File: src/rtl/uart_tx_fifo_if.sv
// Byte push channel into the UART transmit FIFO.
// The producer drives data/valid; the FIFO answers with ready (= not full).
interface uart_tx_fifo_if;
    logic [7:0] data;
    logic       valid;
    logic       ready;

    modport master (output data, output valid, input ready);
    modport slave  (input data, input valid, output ready);
endinterface

File: src/rtl/uart_tx_fifo.sv
// Buffered 8N1/8N2 UART transmitter: a small byte FIFO drained LSB-first onto tx
// by a baud-divided FSM running on the system clock.
module uart_tx_fifo #(
    parameter int unsigned CLK_DIV   = 104,
    parameter int unsigned DEPTH     = 8,
    parameter int unsigned STOP_BITS = 2
) (
    input  logic                     clk,
    input  logic                     rst,
    uart_tx_fifo_if.slave            push,
    output logic                     tx,
    output logic                     busy,
    output logic [$clog2(DEPTH):0]   count,
    output logic                     overflow
);

    localparam int unsigned AW = $clog2(DEPTH);
    localparam int unsigned PW = AW + 1;
    localparam int unsigned BW = (CLK_DIV > 1) ? $clog2(CLK_DIV) : 1;

    typedef enum logic [1:0] {StIdle, StStart, StData, StStop} state_e;

    logic [7:0]    mem_q [DEPTH];
    logic [PW-1:0] wp_q, wp_d, rp_q, rp_d;
    state_e        state_q, state_d;
    logic [BW-1:0] baud_q, baud_d;
    logic [2:0]    bit_q, bit_d;
    logic [7:0]    shreg_q, shreg_d;
    logic          tx_q, tx_d;
    logic          ovf_q, ovf_d;

    logic empty, full, push_en, pop_en, baud_end;

    assign empty    = (wp_q == rp_q);
    assign full     = (wp_q[AW] != rp_q[AW]) && (wp_q[AW-1:0] == rp_q[AW-1:0]);
    // A push is refused whenever full, even if the FSM pops in the same cycle.
    assign push_en  = push.valid && !full;
    assign pop_en   = (state_q == StIdle) && !empty;
    assign baud_end = (baud_q == BW'(CLK_DIV - 1));

    always_comb begin
        wp_d    = wp_q + PW'(push_en);
        rp_d    = rp_q + PW'(pop_en);
        ovf_d   = ovf_q | (push.valid & full);
        state_d = state_q;
        baud_d  = baud_q;
        bit_d   = bit_q;
        shreg_d = shreg_q;

        unique case (state_q)
            StIdle: begin
                if (pop_en) begin
                    shreg_d = mem_q[rp_q[AW-1:0]];
                    baud_d  = '0;
                    state_d = StStart;
                end
            end
            StStart: begin
                if (baud_end) begin
                    baud_d  = '0;
                    bit_d   = '0;
                    state_d = StData;
                end else begin
                    baud_d = baud_q + BW'(1);
                end
            end
            StData: begin
                if (baud_end) begin
                    baud_d  = '0;
                    shreg_d = shreg_q >> 1;
                    if (bit_q == 3'd7) begin
                        bit_d   = '0;
                        state_d = StStop;
                    end else begin
                        bit_d = bit_q + 3'd1;
                    end
                end else begin
                    baud_d = baud_q + BW'(1);
                end
            end
            StStop: begin
                // bit_q counts stop bits here so the baud counter stays CLK_DIV wide.
                if (baud_end) begin
                    baud_d = '0;
                    if (bit_q == 3'(STOP_BITS - 1)) begin
                        bit_d   = '0;
                        state_d = StIdle;
                    end else begin
                        bit_d = bit_q + 3'd1;
                    end
                end else begin
                    baud_d = baud_q + BW'(1);
                end
            end
        endcase

        // Line level follows the current state, so tx lags the state by one cycle.
        unique case (state_q)
            StStart:        tx_d = 1'b0;
            StData:         tx_d = shreg_q[0];
            StIdle, StStop: tx_d = 1'b1;
        endcase
    end

    always_ff @(posedge clk or negedge rst) begin
        if (!rst) begin
            wp_q    <= '0;
            rp_q    <= '0;
            state_q <= StIdle;
            baud_q  <= '0;
            bit_q   <= '0;
            shreg_q <= '0;
            tx_q    <= 1'b1;
            ovf_q   <= 1'b0;
        end else begin
            wp_q    <= wp_d;
            rp_q    <= rp_d;
            state_q <= state_d;
            baud_q  <= baud_d;
            bit_q   <= bit_d;
            shreg_q <= shreg_d;
            tx_q    <= tx_d;
            ovf_q   <= ovf_d;
        end
    end

    always_ff @(posedge clk) begin
        if (push_en) begin
            mem_q[wp_q[AW-1:0]] <= push.data;
        end
    end

    assign push.ready = !full;
    assign tx         = tx_q;
    assign busy       = (state_q != StIdle) || !empty;
    assign count      = wp_q - rp_q;
    assign overflow   = ovf_q;

endmodule

File: src/flat_wrapper.sv
// flat-port wrapper written by rule: the top's interface ports become plain ports
module uart_tx_fifo_flat 
#(
    parameter int unsigned CLK_DIV   = 104,
    parameter int unsigned DEPTH     = 8,
    parameter int unsigned STOP_BITS = 2
)
  (clk, rst, tx, busy, count, overflow, push_data, push_valid, push_ready);
  uart_tx_fifo_if push_i ();
  input  logic clk;
  input  logic rst;
  output logic tx;
  output logic busy;
  output logic [$clog2(DEPTH):0] count;
  output logic overflow;
  input wire logic [$bits(push_i.data)-1:0] push_data;
  input wire logic [$bits(push_i.valid)-1:0] push_valid;
  output wire logic [$bits(push_i.ready)-1:0] push_ready;
  assign push_i.data = push_data;
  assign push_i.valid = push_valid;
  assign push_ready = push_i.ready;
  uart_tx_fifo #(.CLK_DIV(CLK_DIV), .DEPTH(DEPTH), .STOP_BITS(STOP_BITS)) u_core (.clk(clk), .rst(rst), .push(push_i), .tx(tx), .busy(busy), .count(count), .overflow(overflow));
endmodule
File: config.mk
export PLATFORM = sky130hd
export DESIGN_NAME = uart_tx_fifo_flat
export DESIGN_NICKNAME = d
export VERILOG_FILES = /design/src/rtl/uart_tx_fifo_if.sv /design/src/rtl/uart_tx_fifo.sv /design/src/flat_wrapper.sv
export SDC_FILE = /design/constraint.sdc
export NUM_CORES = 1
export LEC_CHECK = 0
export BUFFER_PORTS_ARGS = -buffer_cell sky130_fd_sc_hd__buf_4
export CAP_MARGIN = 10
export CORE_MARGIN = 2
export CORE_UTILIZATION = 61
export DETAILED_ROUTE_END_ITERATION = 16
export PLACE_DENSITY_LB_ADDON = 0.12
export SKIP_CTS_REPAIR_TIMING = 1
export SLEW_MARGIN = 40
export SYNTH_ARGS = -nofsm -noshare
export SYNTH_HDL_FRONTEND = slang
export SYNTH_SLANG_ARGS = --single-unit
File: constraint.sdc
create_clock -name clk -period 3.7 [get_ports clk]
set_clock_uncertainty 0.15 [all_clocks]
set_input_delay 0.74 -clock clk [delete_from_list [all_inputs] [get_ports clk]]
set_output_delay 0.74 -clock clk [all_outputs]
set_load 0.01 [all_outputs]
# == Yosys cells after proc, flatten, opt, wreduce, memory -nomap -nowiden ==
# Memories as Yosys holds them, arrays and structs flattened.
# Cells that the tools add are included.
# word_totals
input_bits,11
wordCells,68
regBits,30
ramBits,64
mem_count,1
out_inout_bits,8
# classes
mux,22
reduce_logical,15
n_eq_ne,15
n_bitwise,2
add_sub_neg,5
# memory_table
name,depth,width,rd,rd_clocked_by_memory_dff,wr,line_no,source
u_core.mem_q,8,8,1,0,1,uart_tx_fifo.sv:23,logic [7:0] mem_q [DEPTH];
# op_table
operator,n
$mux W8,2
$pmux W8 S2,1
$mux W3,5
$mux W7,2
$pmux W7 S2,1
$mux W2,6
$ne A2 B1 Y1 const B,6
$pmux W3 S3,1
$add A4 B1 Y4,2
$pmux W2 S4,1
$add A7 B1 Y7 const B,1
$eq A7 B7 Y1 const B,1
$reduce_and A6 Y1,1
$eq A2 B2 Y1 const B,2
$eq A4 B4 Y1,1
$reduce_and A4 Y1,1
$reduce_bool A2 Y1,2
$sub A4 B4 Y4,1
$add A3 B1 Y3 const B,1
$eq A3 B1 Y1 const B,1
$eq A3 B3 Y1,1
$eq A3 B3 Y1 const B,1
$logic_and A1 B1 Y1,3
$pmux W1 S3,1
12 further kinds,14

# == Longest topological paths before layout ==
# Gate-level depths: netlist (run 1).
# logic_depth
depth_word,6
depth_mapped,10
mapped_depth_nobuf,8

# == Worst setup path after synthesis (run 1) ==
# No wires, ideal clock.
# synth_timing
path_type,register to register
start,register u_core.rp_q[2]
end,"memory u_core.mem_q[1][0], enable pin"
setup_ps,383
setup_slack_ps,955
synth_period_minus_slack_ps,2745
arrival_time_ps,2211
required_ps,3167
path_buffers,2
path_stages_with_launch,9
cell_sequence,dfrtp_1 > buf_2 > buf_2 > inv_1 > ha_1 > nand3_1 > nand2b_1 > nand3_1 > nor3_1
# synth_via
elab_chain_len,6
# synth_rtl
item,line_no,source
start: declaration,uart_tx_fifo.sv:24,"logic [PW-1:0] wp_q, wp_d, rp_q, rp_d;"
start signal: assignment,uart_tx_fifo.sv:117,rp_q <= rp_d;
$eq A3 B3 Y1,uart_tx_fifo.sv:35,assign full = (wp_q[AW] != rp_q[AW]) && (wp_q[AW-1:0] == rp_q[AW-1:0]);
$logic_and A1 B1 Y1,uart_tx_fifo.sv:35,
$logic_not A1 Y1,n/a,
named net push_ready,flat_wrapper.sv:18,output wire logic [$bits(push_i.ready)-1:0] push_ready;
$logic_and A1 B1 Y1,uart_tx_fifo.sv:37,assign push_en = push.valid && !full;
$mux W1,uart_tx_fifo.sv:128,if (push_en) begin
$mux W1 (implied by the code),uart_tx_fifo.sv:129,mem_q[wp_q[AW-1:0]] <= push.data;
end: declaration,uart_tx_fifo.sv:23,
# The timed path passes the listed nets, and every way through them passes these cells.

# == Worst setup path after layout (run 1) ==
# layout_timing
start,register u_core.rp_q[2]
end,output busy
# layout_via
elab_chain_len,3
# layout_rtl
item,line_no,source
$eq A4 B4 Y1,uart_tx_fifo.sv:34,assign empty = (wp_q == rp_q);
$logic_not A1 Y1,uart_tx_fifo.sv:135,assign busy = (state_q != StIdle) || !empty;
$logic_or A1 B1 Y1,uart_tx_fifo.sv:135,
end: declaration,flat_wrapper.sv:13,output logic busy;
# No other way between the ends.

==> flow_metrics.tcl, run 1 <==
set metrics [dict create \
    status "complete, no violations" \
    layout_common_cells "edfxtp_1, dfrtp_1, buf_4" \
    nets 320 \
    synth_seq_cells 94 \
    die_area_mm2 0.007525 \
    viasPerCell 6.011 \
    crit_slowest_cell "dfrtp_1" \
    multi_input_comb_area_mm2 0.001386 \
    clkTransAtPathRegs_ns 0.09 \
    finalMaxSlewViolations 0 \
    crit_fanout 19 \
    relSlewSlack_pct 51.78 \
    fin_cells 376 \
    die_x_um 86.75 \
    htreeDepth 3 \
    tns_ns 0 \
    worst_path_largest_cell_delay_ns 0.33 \
    cap_viol_max_count 0 \
    yosysUniqueCellTypes 41 \
    rows 30 \
    yosys.area.top_type_share_pct 46.02 \
    hold-worst-slack_ns 0.1548 \
    synth_nets 294 \
    drt_pass1_iterations 4 \
    dr_total_vias 2260 \
    synth.area.top_cells "edfxtp_1, dfrtp_1, mux4_1, ha_1, mux4_2" \
    drtIter0Drc 138 \
    worst-r2r-cell-count 7 \
    critPathTopFamily "buffers and inverters" \
    clock-root-buffer "clkbuf_8" \
    rr_startpoint "u_core.rp_q[2]" \
    n_antenna_cell 0 \
    clock_latency_ns 0.36 \
    fin_area_mm2 0.004567 \
    drc_errors 0 \
    hold_path.class "input port to asynchronous set/reset pin" \
    fin_crit_sh_pct 78.71 \
    ir_drop_mv 0.3438 \
    rr_endpoint "u_core.mem_q[5][0]" \
    worst_ep_required_time_ns 2.81 \
    hold_viol 0 \
    grt_max_degree 31 \
    timing.final.ws_setup_ns 0.7878 \
    synth_area_per_cell_um2 15.76 \
    num_io_pins 19 \
    syn_area_mm2 0.004177 \
    grt_pass1_vias 2263 \
    antenna_found_initial 0 \
    preCtsSetupSlack_ns 1.015 \
    post_dp_cell_area_mm2 0.004393 \
    synth_cells 265 \
    worst_path_most_repeated_cell "buf_4" \
    setup_viol 0 \
    grt_pass1_wl_um 12380 \
    r2r_slack_ns 0.99 \
    crit_type "register to primary output" \
    seq_area_frac_synth_pct 64.02 \
    critPathLaunchType "register" \
    wire_per_inst_um 20.56 \
    cts_made_buffers 9 \
    critPathCaptureType "primary output" \
    io_buffers 18 \
    core_mm2 0.006719 \
    grtUsageTotal_pct 22.82 \
    p_per_area_mw_per_mm2 808.2 \
    critPathBufInv 5 \
    synth_edf_count 64 \
    grt_setup_unrepaired "no" \
    startpoint "u_core.rp_q[2]" \
    dp_hpwl_um 5465 \
    p_total_mw 3.691 \
    drive_gt1_share_pct 20.61 \
    postRouteAntennaNets 0 \
    die_y_um 86.75 \
    synth_top_area_cell "edfxtp_1" \
    cts_tree "built" \
    period_needed_ns 2.912 \
    yosysWarnings 0 \
    ys.flop_type "edfxtp_1" \
    dp_cells 360 \
    wirelength_um 7729 \
    grt-ovfl-total 0 \
    final_util_pct 67.97 \
    area_delta_synth_final_pct 9.347 \
    clock_sinks 94 \
    layout_commonest_cell "edfxtp_1" \
    async_flop_share_pct 31.91 \
    nFillCells 468 \
    fmax_ghz 0.3434 \
    ff_latch_area_mm2 0.002674 \
    routabilityCongestion 0.7957 \
    leakage_nw 1.795 \
    crit_path_cell_trace "buf_4 > inv_1 > ha_1 > nand3_1 > nor3_2 > buf_4 > inv_2 > buf_4" \
    tightest_slew_ns 0.7206 \
    start_util_pct 62.16 \
    cts.path.max_buffers 2 \
    cp.arrival_ns 2.02 \
]
-- cells in the mapped netlist (all sizes together), types with 4 or more instances --
master and number:
edfxtp 64, dfrtp 29, o21ai 22, ha 17
inv 16, mux4 16, mux2 12, nor2 12
mux2i 9, a21oi 8, nand3 8, nand2b 6
nand2 5, buf 4, clkbuf 4, nor3 4
xnor2 4, xor2 4
-- area by class of cell --
cell class,instances,share of cell area (%)
Multi-Input combinational cell,147,30.36
Inverter,16,1.315
Sequential cell,94,58.55
Clock inverter,6,1.014
Clock buffer,10,2.795
Timing Repair Buffer,23,3.781
Tap cell,80,2.192
-- worst max-delay path by stage --
stage                    endpoint  slack, ns  cells after the start
3_3_place_gp   u_core.mem_q[6][4]       1.08                      7
2_1_floorplan  u_core.mem_q[1][0]       0.96                      8
6_report                     busy       0.79                      8
4_1_cts                      busy       0.75                      8
5_1_grt                      busy       0.66                      8
3_5_place_dp   u_core.mem_q[5][4]       1.02                      7
-- sequential cells by signal, summed over array words and instances (netlist names) --
register / cells
u_core.shreg_q: 8
u_core.wp_q: 4
u_core.bit_q: 3
u_core.mem_q: 64
u_core.rp_q: 4
u_core.state_q: 2
u_core.overflow: 1
u_core.baud_q: 7
u_core.tx: 1
-- kinds of logic after synthesis --
kind of cell    Yosys count  synth area share, %
compound gates           41                5.632
mux                      37                14.92
buf+inv                  24                2.786
fa+ha+maj                18                5.572
simple gates             43                5.393
xor+xnor                  8                1.677
flops                    94                64.02
-- power by group --
group	total (mW)	internal [mW]	switching, mW
sequential	1.57	1.40	0.169
clock	0.606	0.248	0.358
combinational	1.52	0.728	0.791
total	3.69	2.37	1.32
-- metal layers --
layer,vias up,wire length (µm),global-route usage [%]
met2,65,3805,36.08
met3,8,370,4.952
met1,1130,3458,32.22
li1,1057,-,-
met5,-,0,0
met4,0,94,7.102
Power figures use the tool's default switching activity.
==> run 2: changes to the inputs <==
==> constraint.sdc (replaced) <==
create_clock -name clk -period 2.9 [get_ports clk]
set_clock_uncertainty 0.15 [all_clocks]
set_input_delay 0.58 -clock clk [delete_from_list [all_inputs] [get_ports clk]]
set_output_delay 0.58 -clock clk [all_outputs]
set_load 0.01 [all_outputs]
==> flow_metrics.tcl, run 2 (synthesis results as in run 1) <==
set metrics [dict create \
    layout_common_cells "edfxtp_1, buf_4, dfrtp_1" \
    antenna_found_initial 0 \
    p_per_area_mw_per_mm2 1021 \
    critPathTopFamily "flip-flops" \
    drtIter0Drc 150 \
    die_x_um 86.75 \
    worst_path_largest_cell_delay_ns 0.46 \
    wirelength_um 7217 \
    n_antenna_cell 0 \
    grt_pass1_wl_um 11960 \
    intPower_mw 3.050 \
    hold_path.class "input port to asynchronous set/reset pin" \
    critPathCaptureType "primary output" \
    worst-r2r-cell-count 7 \
    clkTransAtPathRegs_ns 0.09 \
    leakage_nw 1.828 \
    dr_total_vias 2235 \
    drive_gt1_share_pct 22.44 \
    viasPerCell 5.836 \
    layout_commonest_cell "edfxtp_1" \
    routabilityCongestion 0.8090 \
    cap_viol_max_count 0 \
    grt_pass1_vias 2346 \
    wire_per_inst_um 18.84 \
    cp.depth 6 \
    start_util_pct 62.16 \
    die_area_mm2 0.007525 \
    pwr-share-seq_pct 42.5 \
    crit_path_cell_trace "inv_2 > ha_1 > a21o_1 > a21oi_1 > xor2_1 > buf_4" \
    dp_hpwl_um 4861 \
    io_buffers 18 \
    core_mm2 0.006719 \
    drt_pass1_iterations 4 \
    clock_power_share_pct 16.2 \
    drc_errors 0 \
    hold-worst-slack_ns -0.01428 \
    crit_fanout 9 \
    grtUsageTotal_pct 21.62 \
    post_dp_cell_area_mm2 0.004446 \
    ir_drop_mv 0.4412 \
    crit_slowest_cell "dfrtp_1" \
    clock-root-buffer "clkbuf_8" \
    grt-ovfl-total 0 \
    cp.arrival_ns 1.94 \
    comb_power_share_pct 41.3 \
    critPathBufInv 2 \
    status "complete, but fails checks" \
    crit_type "register to primary output" \
    clock_latency_ns 0.35 \
    nets 327 \
    relSlewSlack_pct 67.79 \
    num_io_pins 19 \
    hold_viol 12 \
    rows 30 \
    worst_ep_required_time_ns 2.17 \
    cts_tree "built" \
    fmax_ghz 0.3744 \
    htreeDepth 3 \
    grt_setup_unrepaired "no" \
    tns_ns 0 \
    final_util_pct 68.73 \
    fin_area_mm2 0.004618 \
    critPathLaunchType "register" \
    die_y_um 86.75 \
    cts_made_buffers 9 \
    switching_share_pct 35.32 \
    tightest_slew_ns 0.4832 \
    finalMaxSlewViolations 0 \
    area_delta_synth_final_pct 10.58 \
    setup_viol 0 \
    period_needed_ns 2.671 \
    fin_crit_sh_pct 92.10 \
    grt_max_degree 31 \
    clock_sinks 94 \
    largest_reg_flops 64 \
    postRouteAntennaNets 0 \
    violations "negative hold slack" \
    cts.path.max_buffers 2 \
    switchingPower_mw 1.666 \
]
-- run 2: changes by cell type in the layout (fill, tap and decap cells not counted), sizes merged --
cell,previous run,this run
clkinvlp,2,3
buf,23,30
clkinv,3,1
inv,17,18
-- run 2: worst register-to-register path: stages, from the launching register on --
cell and delay (ns):
dfrtp_1 0.46, inv_2 0.23, ha_1 0.29, nand3_1 0.14
nand2b_1 0.24, nand3_1 0.19, nor3_1 0.18, buf_4 0.23
-- run 2: final timing paths --
kind	start	end	slack [ns]
worst max-delay path	u_core.rp_q[1]	count[3]	0.23
worst min register to register	u_core.rp_q[3]	u_core.rp_q[3]	0.35
max in group asynchronous	rst	u_core.tx	2.28
worst max register to register	u_core.rp_q[1]	u_core.mem_q[0][6]	0.51
worst min-delay path	rst	u_core.overflow	-0.01
min in group clk	push_data[7]	u_core.mem_q[4][7]	0.30
-- run 2: final cells by class --
type | count | area, µm²
Inverter | 16 | 60.06
Clock inverter | 6 | 45.04
Multi-Input combinational cell | 147 | 1386
Sequential cell | 94 | 2674
Tap cell | 80 | 100.1
Fill cell | 475 | 2101
Timing Repair Buffer | 30 | 225.2
Clock buffer | 10 | 127.6
-- run 2: through the flow --
stage                     cells  hold slack [ns]  power (mW)  setup slack [ns]
after floorplan             265           0.1344       3.396            0.1553
after global placement      367           0.3122       3.943            0.5869
after detailed placement    367           0.3239       3.988            0.5362
after CTS                   383         -0.01610       4.775            0.2055
after global routing        383         0.003209       5.055            0.1105
final                       383         -0.01428       4.716            0.2292
-- run 2: metal layers --
metal	global-route usage [%]	up-vias	routed length [µm]
li1	-	1068	-
met1	28.99	1137	3292
met5	0	-	0
met2	35.59	24	3704
met4	7.670	0	78
met3	4.286	6	141
-- run 2: power groups by stage --
| stage | Combinational [mW] | Clock [mW] | Sequential, mW |
|---|---|---|---|
| finish | 1.95 | 0.764 | 2.01 |
| global placement | 1.92 | 0 | 2.02 |
| CTS | 1.98 | 0.789 | 2.01 |
| detailed placement | 1.96 | 0 | 2.03 |
| floorplan | 1.45 | 0 | 1.94 |
| global route | 2.16 | 0.848 | 2.04 |
==> run 3: changes to the inputs <==
--- a/config.mk
+++ b/config.mk
@@ -5,10 +5,12 @@
 export SDC_FILE = /design/constraint.sdc
 export NUM_CORES = 1
 export LEC_CHECK = 0
+export ABC_AREA = 1
 export BUFFER_PORTS_ARGS = -buffer_cell sky130_fd_sc_hd__buf_4
 export CAP_MARGIN = 10
 export CORE_MARGIN = 2
-export CORE_UTILIZATION = 61
+export CORE_UTILIZATION = 63
+export CTS_BUF_LIST = sky130_fd_sc_hd__clkbuf_4 sky130_fd_sc_hd__clkbuf_8
 export DETAILED_ROUTE_END_ITERATION = 16
 export PLACE_DENSITY_LB_ADDON = 0.12
 export SKIP_CTS_REPAIR_TIMING = 1
==> flow_metrics.tcl, run 3 <==
set metrics [dict create \
    critPathTopFamily "flip-flops" \
    fmax_ghz 0.3892 \
    wirelength_um 7775 \
    clock_power_share_pct 25.8 \
    synth_seq_cells 94 \
    htreeDepth 3 \
    clock-root-buffer "clkbuf_8" \
    synth_edf_count 64 \
    comb_power_share_pct 19.6 \
    seq_area_frac_synth_pct 62.23 \
    start_util_pct 64.31 \
    synth_top_area_cell "edfxtp_1" \
    core_mm2 0.006681 \
    worst-r2r-cell-count 7 \
    critPathLaunchType "register" \
    synth_nets 439 \
    synth_area_per_cell_um2 10.48 \
    yosys.area.top_type_share_pct 44.73 \
    post-synth-top-count-cell "nand2_1" \
    grt_pass1_wl_um 12840 \
    drive_gt1_share_pct 14.16 \
    pwr-share-seq_pct 54.6 \
    grt_setup_unrepaired "no" \
    layout_commonest_cell "nand2_1" \
    critPathCaptureType "primary output" \
    ys.flop_type "edfxtp_1" \
    area_delta_synth_final_pct 10.37 \
    cp.arrival_ns 1.84 \
    switchingPower_mw 0.8849 \
    post_dp_cell_area_mm2 0.004559 \
    hold_path.class "input port to asynchronous set/reset pin" \
    preCtsSetupSlack_ns 0.7514 \
    async_flop_share_pct 31.91 \
    die_area_mm2 0.007497 \
    crit_path_cell_trace "ha_1 > nand2_2 > o21ai_0 > xor2_1 > buf_4" \
    ir_drop_mv 0.4856 \
    die_y_um 86.59 \
    switching_share_pct 28.99 \
    intPower_mw 2.167 \
    cp.depth 5 \
    violations "negative hold slack" \
    grt_max_degree 35 \
    fin_area_mm2 0.004742 \
    grtUsageTotal_pct 23.03 \
    io_buffers 18 \
    fin_crit_sh_pct 88.61 \
    crit_slowest_cell "dfrtp_1" \
    hold-worst-slack_ns -0.01729 \
    crit_fanout 6 \
    critPathBufInv 1 \
    drc_errors 0 \
    grt-ovfl-total 0 \
    cts.path.max_buffers 2 \
    synth_common_cells "nand2_1, edfxtp_1, nand3_1, nor2_1, dfrtp_1" \
    timing.final.ws_setup_ns 0.3304 \
    syn_area_mm2 0.004297 \
    cts_tree "built" \
    period_needed_ns 2.570 \
    postRouteAntennaNets 0 \
    yosysWarnings 0 \
    hold_viol 16 \
    worst_path_largest_cell_delay_ns 0.46 \
    grt_pass1_vias 2693 \
    leakage_nw 2.040 \
    drtIter0Drc 209 \
    p_total_mw 3.052 \
    clock_sinks 94 \
    routabilityCongestion 0.8106 \
    synth_cells 410 \
    cap_viol_max_count 0 \
    synth.area.top_cells "edfxtp_1, dfrtp_1, nand2_1, nand3_1, ha_1" \
    dp_hpwl_um 5072 \
    viasPerCell 5.442 \
    relSlewSlack_pct 73.83 \
    wire_per_inst_um 14.81 \
    n_antenna_cell 0 \
    antenna_found_initial 0 \
    clkTransAtPathRegs_ns 0.09 \
    crit_type "register to primary output" \
    status "complete, but fails checks" \
    clock_latency_ns 0.35 \
    die_x_um 86.59 \
    worst_ep_required_time_ns 2.17 \
    nets 469 \
    cts_made_buffers 9 \
    drt_pass1_iterations 4 \
    yosysUniqueCellTypes 31 \
    p_per_area_mw_per_mm2 643.6 \
    tns_ns 0 \
    rows 30 \
    finalMaxSlewViolations 0 \
    tightest_slew_ns 0.3925 \
    setup_viol 0 \
    layout_common_cells "nand2_1, edfxtp_1, nand3_1" \
    dr_total_vias 2857 \
    num_io_pins 19 \
    largest_reg_flops 64 \
]
[run 3: changes by cell type after synthesis, sizes merged, moves of 4 or more]
cell | before | now
mux4 | 16 | 0
nor3 | 4 | 0
nand2 | 5 | 122
nand3 | 8 | 63
nand2b | 6 | 0
mux2 | 12 | 0
buf | 4 | 11
inv | 16 | 30
o21ai | 22 | 14
mux2i | 9 | 0
nor2 | 12 | 34
[run 3: cells by family (layout without fill, tap and decap cells)]
group	count (synthesis)	in the layout	share of synthesized area [%]
XOR/XNOR	7	7	1.427
flip-flops	94	94	62.23
AO/OA/AOI/OAI	26	26	3.495
AND/OR/NAND/NOR	221	221	22.92
buffers and inverters	44	79	4.514
adder cells (fa/ha/maj)	18	18	5.416
[run 3: cell type report]
cell class | count | area (µm²)
clock buffers | 9 | 123.9
multi-input cells | 272 | 1429
clock inverters | 7 | 58.81
fillers | 490 | 1939
flip-flops and latches | 94 | 2674
inverters | 31 | 116.4
repair buffers | 32 | 240.2
well taps | 80 | 100.1
[run 3: layer usage]
layer,GRT usage (%),vias up,routed length [µm]
met5,0,-,0
met4,10.37,0,182
met3,4.190,19,424
met2,36.29,65,3761
met1,31.57,1340,3407
li1,-,1433,-
[run 3: final timing paths]
kind	from	endpoint	slack, ns
max in group asynchronous	rst	u_core.tx	2.29
min in group clk	push_data[1]	u_core.mem_q[5][1]	0.30
worst min-delay path	rst	u_core.shreg_q[3]	-0.02
worst min register to register	u_core.overflow	u_core.overflow	0.33
worst max-delay path	u_core.wp_q[2]	count[3]	0.33
worst max register to register	u_core.wp_q[2]	u_core.mem_q[1][6]	0.78
[run 3: through the flow]
stage | utilization (%) | hold WS [ns] | cells
3_3_place_gp | 68.24 | 0.3109 | 509
6_report | 70.97 | -0.01729 | 525
5_1_grt | 70.97 | 0.007984 | 525
2_1_floorplan | - | 0.1344 | 410
3_5_place_dp | 68.24 | 0.3157 | 509
4_1_cts | 70.97 | -0.008117 | 525
[run 3: power by group through the flow]
stage	Sequential (mW)	Combinational, mW	Clock, mW
after global placement	1.69	0.589	0
after floorplan	1.69	0.355	0
after CTS	1.66	0.607	0.804
final	1.67	0.597	0.789
after detailed placement	1.69	0.605	0
after global routing	1.68	0.671	0.852
